## config.mk

```make
export PLATFORM = sky130hd
export DESIGN_NAME = alu_issue
export DESIGN_NICKNAME = d
export VERILOG_FILES = /design/src/rtl/alu_issue_pkg.sv /design/src/rtl/alu_issue_sat_counter.sv /design/src/rtl/alu_issue.sv
export SDC_FILE = /design/constraint.sdc
export NUM_CORES = 1
export LEC_CHECK = 0
export ABC_AREA = 0
export CAP_MARGIN = 5
export CORE_MARGIN = 3
export CORE_UTILIZATION = 41
export CTS_CLUSTER_SIZE = 28
export DETAILED_ROUTE_END_ITERATION = 6
export PLACE_DENSITY = 0.87
export REMOVE_ABC_BUFFERS = 1
export SLEW_MARGIN = 20
export SYNTH_ARGS = -nofsm -noshare
export SYNTH_HDL_FRONTEND = slang
export SYNTH_SLANG_ARGS = --single-unit
```

## constraint.sdc

```tcl
create_clock -name clk -period 2.1 [get_ports clk]
set_clock_uncertainty 0.1 [all_clocks]
set_input_delay 0.525 -clock clk [delete_from_list [all_inputs] [get_ports clk]]
set_output_delay 0.525 -clock clk [all_outputs]
set_load 0.05 [all_outputs]
```

## src/rtl/alu_issue_pkg.sv

```systemverilog
// Shared constants for alu_issue: op codes, FSM encoding, result flag layout.
package alu_issue_pkg;

   // Command op codes; everything at or above OP_ILL_LO is illegal
   localparam logic [2:0] OP_ADD    = 3'b000;
   localparam logic [2:0] OP_SUB    = 3'b001;
   localparam logic [2:0] OP_AND    = 3'b010;
   localparam logic [2:0] OP_OR     = 3'b011;
   localparam logic [2:0] OP_XOR    = 3'b100;
   localparam logic [2:0] OP_CMP    = 3'b101;
   localparam logic [2:0] OP_ILL_LO = 3'b110;

   typedef enum logic [1:0] {
      ST_IDLE = 2'd0,
      ST_EXEC = 2'd1,
      ST_RESP = 2'd2
   } state_t;

   // Bit positions inside res_flags = {err, of, cf, zf}
   localparam int FLG_ZF  = 0;
   localparam int FLG_CF  = 1;
   localparam int FLG_OF  = 2;
   localparam int FLG_ERR = 3;

   function automatic logic is_illegal(input logic [2:0] op);
      return op >= OP_ILL_LO;
   endfunction

   // ALU select: cmp runs as a subtract, illegal ops park the ALU on add
   function automatic logic [2:0] alu_sel(input logic [2:0] op);
      if (op == OP_CMP)   return OP_SUB;
      if (is_illegal(op)) return OP_ADD;
      return op;
   endfunction

endpackage

```

## src/rtl/alu_issue_sat_counter.sv

```systemverilog
// Saturating up-counter: sticks at all-ones instead of wrapping.
module sat_counter #(
   parameter int W = 16
) (
   input  logic         clk,
   input  logic         rst_n,
   input  logic         inc,
   output logic [W-1:0] count
);

   // Increment on request unless already at the maximum value
   always_ff @(posedge clk or negedge rst_n) begin
      if (!rst_n)
         count <= '0;
      else if (inc && (count != {W{1'b1}}))
         count <= count + W'(1);
   end

endmodule

```

## src/rtl/alu_issue.sv

```systemverilog
// Issue/response wrapper around an external ALU: latches one command,
// drives the ALU for two cycles, captures and holds the result until taken.
module alu_issue
   import alu_issue_pkg::*;
#(
   parameter int WIDTH = 32
) (
   input  logic             clk,
   input  logic             rst_n,
   input  logic             cmd_valid,
   output logic             cmd_ready,
   input  logic [2:0]       cmd_op,
   input  logic [WIDTH-1:0] cmd_a,
   input  logic [WIDTH-1:0] cmd_b,
   output logic [WIDTH-1:0] alu_a,
   output logic [WIDTH-1:0] alu_b,
   output logic [2:0]       alu_m,
   input  logic [WIDTH-1:0] alu_y,
   input  logic             alu_zf,
   input  logic             alu_cf,
   input  logic             alu_of,
   output logic             res_valid,
   input  logic             res_ready,
   output logic [WIDTH-1:0] res_y,
   output logic [3:0]       res_flags,
   output logic [2:0]       stat_flags,
   output logic [15:0]      op_count
);

   state_t           state;
   logic             exec_ph;   // 0: first EXEC cycle, 1: capture at end of this cycle
   logic [2:0]       op_q;
   logic [WIDTH-1:0] cap_y;
   logic [3:0]       cap_flags;
   logic             capture;

   // Capture happens on the second EXEC edge, giving the ALU a full settle cycle
   assign capture = (state == ST_EXEC) && exec_ph;

   // Result/flag shaping per op class; logic ops mask the ALU's stale cf/of
   always_comb begin
      cap_y     = '0;
      cap_flags = '0;
      case (op_q)
         OP_ADD, OP_SUB: begin
            cap_y     = alu_y;
            cap_flags = {1'b0, alu_of, alu_cf, alu_zf};
         end
         OP_AND, OP_OR, OP_XOR: begin
            cap_y     = alu_y;
            cap_flags = {3'b000, alu_zf};
         end
         OP_CMP: begin
            cap_y     = '0;
            cap_flags = {1'b0, alu_of, alu_cf, alu_zf};
         end
         default: begin
            cap_y              = '0;
            cap_flags          = '0;
            cap_flags[FLG_ERR] = 1'b1;
         end
      endcase
   end

   // Issue FSM with registered handshake, ALU drive and result outputs
   always_ff @(posedge clk or negedge rst_n) begin
      if (!rst_n) begin
         state      <= ST_IDLE;
         exec_ph    <= 1'b0;
         op_q       <= OP_ADD;
         cmd_ready  <= 1'b1;
         res_valid  <= 1'b0;
         res_y      <= '0;
         res_flags  <= '0;
         stat_flags <= '0;
         alu_a      <= '0;
         alu_b      <= '0;
         alu_m      <= OP_ADD;
      end else begin
         case (state)
            ST_IDLE: begin
               if (cmd_valid) begin
                  // ALU inputs only change here, so they hold steady outside EXEC
                  op_q      <= cmd_op;
                  alu_a     <= cmd_a;
                  alu_b     <= cmd_b;
                  alu_m     <= alu_sel(cmd_op);
                  exec_ph   <= 1'b0;
                  cmd_ready <= 1'b0;
                  state     <= ST_EXEC;
               end
            end
            ST_EXEC: begin
               if (!exec_ph) begin
                  exec_ph <= 1'b1;
               end else begin
                  res_y     <= cap_y;
                  res_flags <= cap_flags;
                  res_valid <= 1'b1;
                  state     <= ST_RESP;
                  if (!is_illegal(op_q))
                     stat_flags <= cap_flags[FLG_OF:FLG_ZF];
               end
            end
            ST_RESP: begin
               if (res_ready) begin
                  res_valid <= 1'b0;
                  cmd_ready <= 1'b1;
                  state     <= ST_IDLE;
               end
            end
            default: begin
               state     <= ST_IDLE;
               cmd_ready <= 1'b1;
               res_valid <= 1'b0;
            end
         endcase
      end
   end

   sat_counter #(.W(16)) u_op_count (
      .clk   (clk),
      .rst_n (rst_n),
      .inc   (capture && !is_illegal(op_q)),
      .count (op_count)
   );

endmodule

```

# After elaboration in Yosys (flattened, before gate mapping)

Index checks and enable logic that the tools add are counted.

Bits in registers: 130
Logic and storage cells: 71

Add/subtract/negate cells: 1
Order comparisons: 2
Eq/ne operators: 12
Multiplexer cells: 24
Bitwise operators: 3
Reductions and logical operators: 17

Operators by type and width:

| cell                                                                  | number |
|---|---|
| 32-bit 2-to-1 mux                                                     | 1 |
| 16-bit by 1-bit adder with 16-bit output, second input constant       | 1 |
| 16-bit != test, second input constant                                 | 1 |
| 3-bit 2-to-1 mux                                                      | 4 |
| 3-bit AND reduction                                                   | 4 |
| 1-bit 2-to-1 mux                                                      | 11 |
| 3-bit equality test, second input constant                            | 3 |
| 4-bit one-hot mux with 2 select lines                                 | 1 |
| 3-bit by 2-bit equality test with 1-bit output, second input constant | 2 |
| 3-bit >= comparator, second input constant                            | 2 |
| 2-bit 2-to-1 mux                                                      | 3 |
| 2-bit != test, second input constant                                  | 3 |
| 1-bit one-hot mux with 3 select lines                                 | 2 |
| 2-bit one-hot mux with 3 select lines                                 | 1 |
| 2-bit AND reduction                                                   | 3 |
| 3-bit OR reduction                                                    | 2 |
| 5-bit OR reduction                                                    | 1 |
| 3-bit by 1-bit equality test with 1-bit output, second input constant | 1 |
| 1-bit logical AND                                                     | 3 |
| 3-bit logical NOT                                                     | 1 |
| 1-bit NOT                                                             | 3 |
| 2-bit by 1-bit equality test with 1-bit output, second input constant | 1 |
| 2-bit equality test, second input constant                            | 1 |
| 2-bit logical NOT                                                     | 1 |
| 3 further kinds                                                       | 3 |

# Longest topological paths before layout

Gate-level depths: netlist (run 1).

Word-level depth: 9
Depth in mapped cells: 6

# Modules after synthesis

A second synthesis (run 1) with hierarchy kept.

Cell total of the unflattened synthesis: 343
Area, all modules: 5422.7 µm²

By module, submodules not included:

| module      | times used | cells each | area each (µm²) | seq. area each (µm²) |
|---|---|---|---|---|
| alu_issue   | 1          | 271        | 4563.1          | 2854.0 |
| sat_counter | 1          | 72         | 859.6           | 400.4 |

# Worst setup path before layout (run 1)

OpenSTA, ideal clock, no wires.

Kind: register -> register
From: register u_op_count.count[0]
To: register u_op_count.count[11]
Setup time: 0.147 ns
Data arrival time: 1.818 ns
Slack: 0.035 ns
Cell stages (with the launch flop): 7
Cells stage by stage: dfrtp_1 > ha_1 > nand4_1 > nor4_1 > buf_2 > nor3_1 > xor2_1

Longest elaborated chain between the ends: 2

Ends and longest elaborated chain:

| what                                                                             | line                        | text |
|---|---|---|
| start, declared                                                                  | alu_issue_sat_counter.sv:8  | `output logic [W-1:0] count` |
| start signal, assigned                                                           | alu_issue_sat_counter.sv:16 | `count <= count + W'(1);` |
| branches (longest 2 deep; another with 16-bit by 1-bit adder with 16-bit output) | n/a                         |  |

Several ways; the timed one is not identified.
A chain may end at the register's enable or synchronous reset.

# Final worst setup path (run 1)

From: register u_op_count.count[0]
To: register u_op_count.count[9]

The elaborated chain is that of the path after synthesis.

==> flow_metrics.env, run 1 <==
export IMPL_status="complete, no violations"
export IMPL_netlist_top_cells_area="dfrtp_1 65%, mux2_2 13%, a22o_1 6.3%"
export IMPL_swShare=0.455
export IMPL_intPower_mw=8.08
export IMPL_fmax_mhz=524
export IMPL_hp_start="alu_b[6]"
export IMPL_slew_headroom=0.634
export IMPL_htree_levels=4
export IMPL_cp_slowest_stage_delay_ns=0.40
export IMPL_syn_area_um2=4980
export IMPL_fill_cells=837
export IMPL_cts_buffers=17
export IMPL_seq_area_um2=3250
export IMPL_clock_sinks=130
export IMPL_worst_slew_pin_slew_ns=0.549
export IMPL_clk_pin_slew_worst_paths_ns=0.05
export IMPL_period_share=0.909
export IMPL_dieArea_um2=13500
export IMPL_drt_iter0_drc=237
export IMPL_r2r_start="u_op_count.count[0]"
export IMPL_vias_per_cell=5.10
export IMPL_setup_tns_ns=0
export IMPL_critPathSlowestCell="dfrtp_1"
export IMPL_synth_warnings=0
export IMPL_cp_start_kind="register"
export IMPL_power_density_nw_per_um2=1900
export IMPL_wl_per_cell_um=17.5
export IMPL_power_frac_clock=0.193
export IMPL_post_cts_setup_buffers=0
export IMPL_worst_setup_path_type="register to register"
export IMPL_dr_pass1_iters=4
export IMPL_end_kind="register"
export IMPL_insertion_delay_ns=0.41
export IMPL_row_count=39
export IMPL_routed_wl_um=13100
export IMPL_cts_tree="yes"
export IMPL_ioPinCount=230
export IMPL_path_common_cell="nor4_1"
export IMPL_ys_types=33
export IMPL_globalRouteOverflowTotal=0
export IMPL_reg2reg_to="u_op_count.count[9]"
export IMPL_start_util=0.427
export IMPL_n_antenna_cell=0
export IMPL_cts_root_buf="clkbuf_16"
export IMPL_maxSlewViolCount=0
export IMPL_p_sw_mw=6.75
export IMPL_multi_input_area_um2=1620
export IMPL_core_area_um2=11700
export IMPL_yosysTopAreaCell="dfrtp_1"
export IMPL_rsz0062_at_grt="no"
export IMPL_async_flop_share=1.00
export IMPL_fin_area_um2=7810
export IMPL_ant_nets=0
export IMPL_grt_pass1_wl_um=20500
export IMPL_vias=3797
export IMPL_worstPathCellList="ha_1, nand4_1, nor4_1, buf_4, nor4_1, xor2_1"
export IMPL_grt_busiest_layer="met2"
export IMPL_grt_max_degree=53
export IMPL_ys_ff_latch=130
export IMPL_synthCells=343
export IMPL_die_y_um=116
export IMPL_placed_area_um2=7230
export IMPL_gp_congestion=0.811
export IMPL_crit_fanout=10
export IMPL_ir_drop_mv=1.18
export IMPL_netlist_area_leader_share=0.648
export IMPL_nNetsFinal=696
export IMPL_power_frac_comb=0.519
export IMPL_ys_seq_area_frac=0.653
export IMPL_use_met2=0.333
export IMPL_yosysMostFrequentCell="dfrtp_1"
export IMPL_syn_area_per_cell_um2=14.5
export IMPL_crit_required_ns=2.27
export IMPL_area_delta_synth_final_pct=56.8
export IMPL_synth_flop_cell="dfrtp_1"
export IMPL_hold_violations=0
export IMPL_rrSetupSlack_ns=0.19
export IMPL_clockBufferDepth=2
export IMPL_die_x_um=116
export IMPL_p_leak_nw=3.68
export IMPL_worstHoldPathCells=1
export IMPL_period_needed_ns=1.91
export IMPL_maxCapViolCount=0
export IMPL_hold_class="register to register"
export IMPL_port_buffers=229
export IMPL_dpl_hpwl_um=9510
export IMPL_reg2reg_depth=6
export IMPL_met3_usage=0.0611
export IMPL_grt_pass1_vias=4053
export IMPL_yosys_top_cells_count="129 x dfrtp_1, 59 x mux2_2, 36 x a22o_1"
export IMPL_drc=0
export IMPL_setup_viol=0
export IMPL_power_total_mw=14.8
export IMPL_min_delay_worst_endpoint="alu_b[6]"
export IMPL_grt_util_met1=0.235
export IMPL_synth_edf_count=0
export IMPL_grt_usage=0.197
export IMPL_antenna_found_initial=0
export IMPL_power_frac_seq=0.288
export IMPL_drive_gt1_frac=0.382
export IMPL_cp_arrival_ns=2.08
-- registers in the layout, indices dropped and copies added, names as in the netlist --
signal            flops
alu_a                32
alu_b                32
alu_m                 3
cmd_ready             1
exec_ph               1
op_q                  3
res_flags             4
res_valid             1
res_y                32
stat_flags            3
state                 2
u_op_count.count     16
-- per-layer routing --
metal	wire, um	share of wire	vias to the layer above
met3	1030	0.079	24
li1	-	-	1740
met2	6550	0.50	166
met4	267	0.020	0
met1	5220	0.40	1867
met5	0	0	-
-- worst max path at each step --
stage / from / to / slack, ns / cells after the start
after detailed placement: cmd_valid / alu_a[17] / -0.13 / 5
after global placement: cmd_valid / alu_a[28] / -0.07 / 5
final: u_op_count.count[0] / u_op_count.count[9] / 0.19 / 6
after global routing: u_op_count.count[0] / u_op_count.count[7] / 0.05 / 6
after floorplan: cmd_valid / alu_a[10] / -0.98 / 3
after CTS: res_y[7] / res_y[7] / 0.17 / 1
-- stage by stage --
step	setup WS [ns]	instances	hold WS (ns)	util
2_1_floorplan	-0.981	325	0.129	-
3_3_place_gp	-0.0656	712	0.363	0.620
3_5_place_dp	-0.128	712	0.370	0.620
4_1_cts	0.175	745	0.382	0.670
5_1_grt	0.0481	745	0.410	0.670
6_report	0.190	745	0.378	0.670
-- layout by cell type (no fill, tap or decap), types with 5 or more instances in the layout --
cell type | Yosys | routed
clkbuf_16 | 0 | 17
nor3_1 | 6 | 6
mux2_2 | 59 | 59
inv_1 | 7 | 7
nand2_1 | 13 | 13
a22o_1 | 36 | 36
dfrtp_1 | 129 | 129
nor4_1 | 8 | 8
nor2_1 | 5 | 5
clkinv_2 | 0 | 9
clkdlybuf4s50_1 | 0 | 104
nand4_1 | 6 | 6
buf_4 | 2 | 132
mux2_1 | 9 | 9
xor2_1 | 15 | 15
o21ai_0 | 7 | 7
nand3_1 | 5 | 5
-- power groups by stage --
| stage | logic [mW] | registers, mW | clock network [mW] |
|---|---|---|---|
| 2_1_floorplan | 1.60 | 7.79 | 0 |
| 3_3_place_gp | 7.66 | 4.25 | 0 |
| 3_5_place_dp | 7.77 | 4.31 | 0 |
| 4_1_cts | 7.77 | 4.28 | 2.94 |
| 5_1_grt | 8.03 | 4.43 | 3.07 |
| 6_report | 7.69 | 4.27 | 2.86 |
-- worst max-delay path: cells and delay by family, from the launching register on --
| kind | cells | cell delay, ns |
|---|---|---|
| xor+xnor | 1 | 0.17 |
| fa+ha+maj | 1 | 0.24 |
| buf+inv | 1 | 0.24 |
| flops | 1 | 0.40 |
| simple gates | 3 | 0.61 |
-- timing repair --
item,CTS,global route
hold buffers,1,0
gates resized for setup,4,0
endpoints found under the setup margin,4,0
endpoints found under the hold margin,23,0
-- cell type report --
class	count	area share
clock inverters	13	0.0183
flip-flops and latches	130	0.417
inverters	7	0.00336
repair buffers	245	0.276
well taps	143	0.0229
clock buffers	19	0.0554
multi-input cells	188	0.207
-- kinds of logic after synthesis --
kind of cell | Yosys count | synth area share
xor+xnor | 15 | 0.0264
flops | 130 | 0.653
fa+ha+maj | 1 | 0.00251
buf+inv | 25 | 0.0234
compound gates | 50 | 0.0796
simple gates | 54 | 0.0610
mux | 68 | 0.154
Note: power is estimated with default switching activity, not from simulation.
==> run 2: changes to the inputs <==
--- a/config.mk
+++ b/config.mk
@@ -8,10 +8,10 @@
 export ABC_AREA = 0
 export CAP_MARGIN = 5
 export CORE_MARGIN = 3
-export CORE_UTILIZATION = 41
+export CORE_UTILIZATION = 37
 export CTS_CLUSTER_SIZE = 28
 export DETAILED_ROUTE_END_ITERATION = 6
-export PLACE_DENSITY = 0.87
+export PLACE_DENSITY = 0.83
 export REMOVE_ABC_BUFFERS = 1
 export SLEW_MARGIN = 20
 export SYNTH_ARGS = -nofsm -noshare
==> constraint.sdc (replaced) <==
create_clock -name clk -period 1.7 [get_ports clk]
set_clock_uncertainty 0.1 [all_clocks]
set_input_delay 0.425 -clock clk [delete_from_list [all_inputs] [get_ports clk]]
set_output_delay 0.425 -clock clk [all_outputs]
set_load 0.05 [all_outputs]
==> flow_metrics.env, run 2 (synthesized netlist as in run 1, its figures left out) <==
export IMPL_antenna_found_initial=0
export IMPL_dr_pass1_iters=4
export IMPL_cts_buffers=17
export IMPL_die_y_um=122
export IMPL_grt_pass1_vias=4368
export IMPL_cts_tree="yes"
export IMPL_cp_top_family="simple AND/OR/NAND/NOR gates"
export IMPL_routed_wl_um=15200
export IMPL_crit_buf_inv=1
export IMPL_period_share=1.03
export IMPL_violations="setup timing"
export IMPL_vias_per_cell=4.99
export IMPL_status="finished with violations"
export IMPL_final_cell_mix="130 x buf_12, 127 x dfrtp_1, 104 x clkdlybuf4s50_1, 59 x mux2_2, 36 x a22o_1"
export IMPL_ioPinCount=230
export IMPL_rsz0062_at_grt="yes"
export IMPL_start_util=0.387
export IMPL_power_density_nw_per_um2=2330
export IMPL_globalRouteOverflowTotal=0
export IMPL_period_needed_ns=1.75
export IMPL_maxSlewViolCount=0
export IMPL_final_common_cell="buf_12"
export IMPL_ant_nets=0
export IMPL_port_buffers=229
export IMPL_clk_pin_slew_worst_paths_ns=0.06
export IMPL_setup_viol=5
export IMPL_n_antenna_cell=0
export IMPL_crit_fanout=8
export IMPL_drive_gt1_frac=0.432
export IMPL_cts_root_buf="clkbuf_16"
export IMPL_gp_congestion=0.811
export IMPL_crit_required_ns=1.93
export IMPL_slew_headroom=0.652
export IMPL_maxCapViolCount=0
export IMPL_row_count=41
export IMPL_drc=0
export IMPL_p_leak_nw=4.36
export IMPL_worst_setup_path_type="register to register"
export IMPL_nNetsFinal=723
export IMPL_cp_arrival_ns=1.98
export IMPL_grt_max_degree=45
export IMPL_vias=3998
export IMPL_clock_sinks=130
export IMPL_htree_levels=4
export IMPL_setup_slack_ns=-0.0501
export IMPL_critPathSlowestCell="nor4_1"
export IMPL_clockBufferDepth=2
export IMPL_fmax_mhz=571
export IMPL_grt_pass1_wl_um=23400
export IMPL_setup_tns_ns=-0.0764
export IMPL_core_area_um2=12900
export IMPL_cp_slowest_stage_delay_ns=0.44
export IMPL_end_kind="register"
export IMPL_reg_top3="alu_a: 32 flops, alu_b: 32 flops, res_y: 32 flops"
export IMPL_area_delta_synth_final_pct=96.5
export IMPL_fin_util=0.760
export IMPL_dpl_hpwl_um=11200
export IMPL_wl_per_cell_um=19.0
export IMPL_worst_slew_pin_slew_ns=0.519
export IMPL_hold_class="primary input to async pin"
export IMPL_drt_iter0_drc=180
export IMPL_grt_usage=0.206
export IMPL_insertion_delay_ns=0.41
export IMPL_hold_violations=0
export IMPL_worstPathCellList="nand3b_4, a21o_4, buf_12, nor4_1, xor2_1"
export IMPL_die_x_um=122
export IMPL_dieArea_um2=14900
export IMPL_ir_drop_mv=1.43
export IMPL_cp_start_kind="register"
[run 2: cell types whose count changed in the layout (fill, tap and decap cells not counted), moves of 4 or more]
| cell | previous run | this run |
|---|---|---|
| clkinv_2 | 9 | 1 |
| buf_12 | 4 | 130 |
| dlygate4sd2_1 | 4 | 0 |
| buf_4 | 132 | 34 |
| clkbuf_8 | 0 | 7 |
| nor4_1 | 8 | 3 |
[run 2: final timing paths]
check | end | start | cells after the start | slack, ns
setup / recovery | u_op_count.count[10] | state[1] | 5 | -0.05
hold / removal | alu_b[28] | rst_n | 2 | 0.39
setup reg to reg | u_op_count.count[10] | state[1] | 5 | -0.05
hold reg to reg | cmd_ready | cmd_ready | 2 | 0.42
max in group asynchronous | res_y[12] | rst_n | 3 | 0.53
min in group clk | cmd_ready | cmd_ready | 2 | 0.42
[run 2: what timing repair did]
item,4_1_cts,5_1_grt
gates cloned,1,0
resized for setup,11,10
pin swaps,2,4
hold endpoints to repair,22,0
hold buffers,1,0
setup endpoints to repair,15,17
setup buffers,1,4
[run 2: per-layer routing]
layer,wire length (um),vias to the layer above,part of all wire,global-route usage
met2,8510,159,0.56,0.378
li1,-,1792,-,-
met3,1040,22,0.068,0.0673
met1,5470,2025,0.36,0.222
met5,0,-,0,0
met4,206,0,0.014,0.0693
[run 2: through the flow]
stage / power, mW / instances / setup WS (ns) / hold slack, ns / instance area [um2]
after floorplan: 11.6 / 325 / -1.37 / 0.0294 / 4890
after global placement: 18.7 / 762 / -0.339 / 0.267 / 8990
after detailed placement: 19.1 / 762 / -0.392 / 0.272 / 8990
after CTS: 23.0 / 797 / 0.00332 / 0.371 / 9720
after global routing: 23.7 / 801 / -0.138 / 0.395 / 9790
final: 22.8 / 801 / -0.0501 / 0.390 / 9790
[run 2: final cells by class]
cell class                      count  area [um2]
Clock inverter                      7         119
Tap cell                          172         215
Timing Repair Buffer              272        3940
Fill cell                         746        3090
Sequential cell                   130        3260
Multi-Input combinational cell    188        1700
Inverter                            7        26.3
Clock buffer                       25         526
[run 2: power by group]
| group | internal, mW | leakage (nW) | switching [mW] |
|---|---|---|---|
| sequential | 4.47 | 1.60 | 1.48 |
| clock | 2.58 | 0.312 | 1.26 |
| combinational | 6.55 | 2.45 | 6.50 |
| total | 13.6 | 4.36 | 9.24 |
[run 2: worst reg2reg max path: stages, from the launching register on]
cell and delay, ns:
dfrtp_1 0.39, nand3b_4 0.18, a21o_4 0.23, buf_12 0.15
nor4_1 0.44, xor2_1 0.19
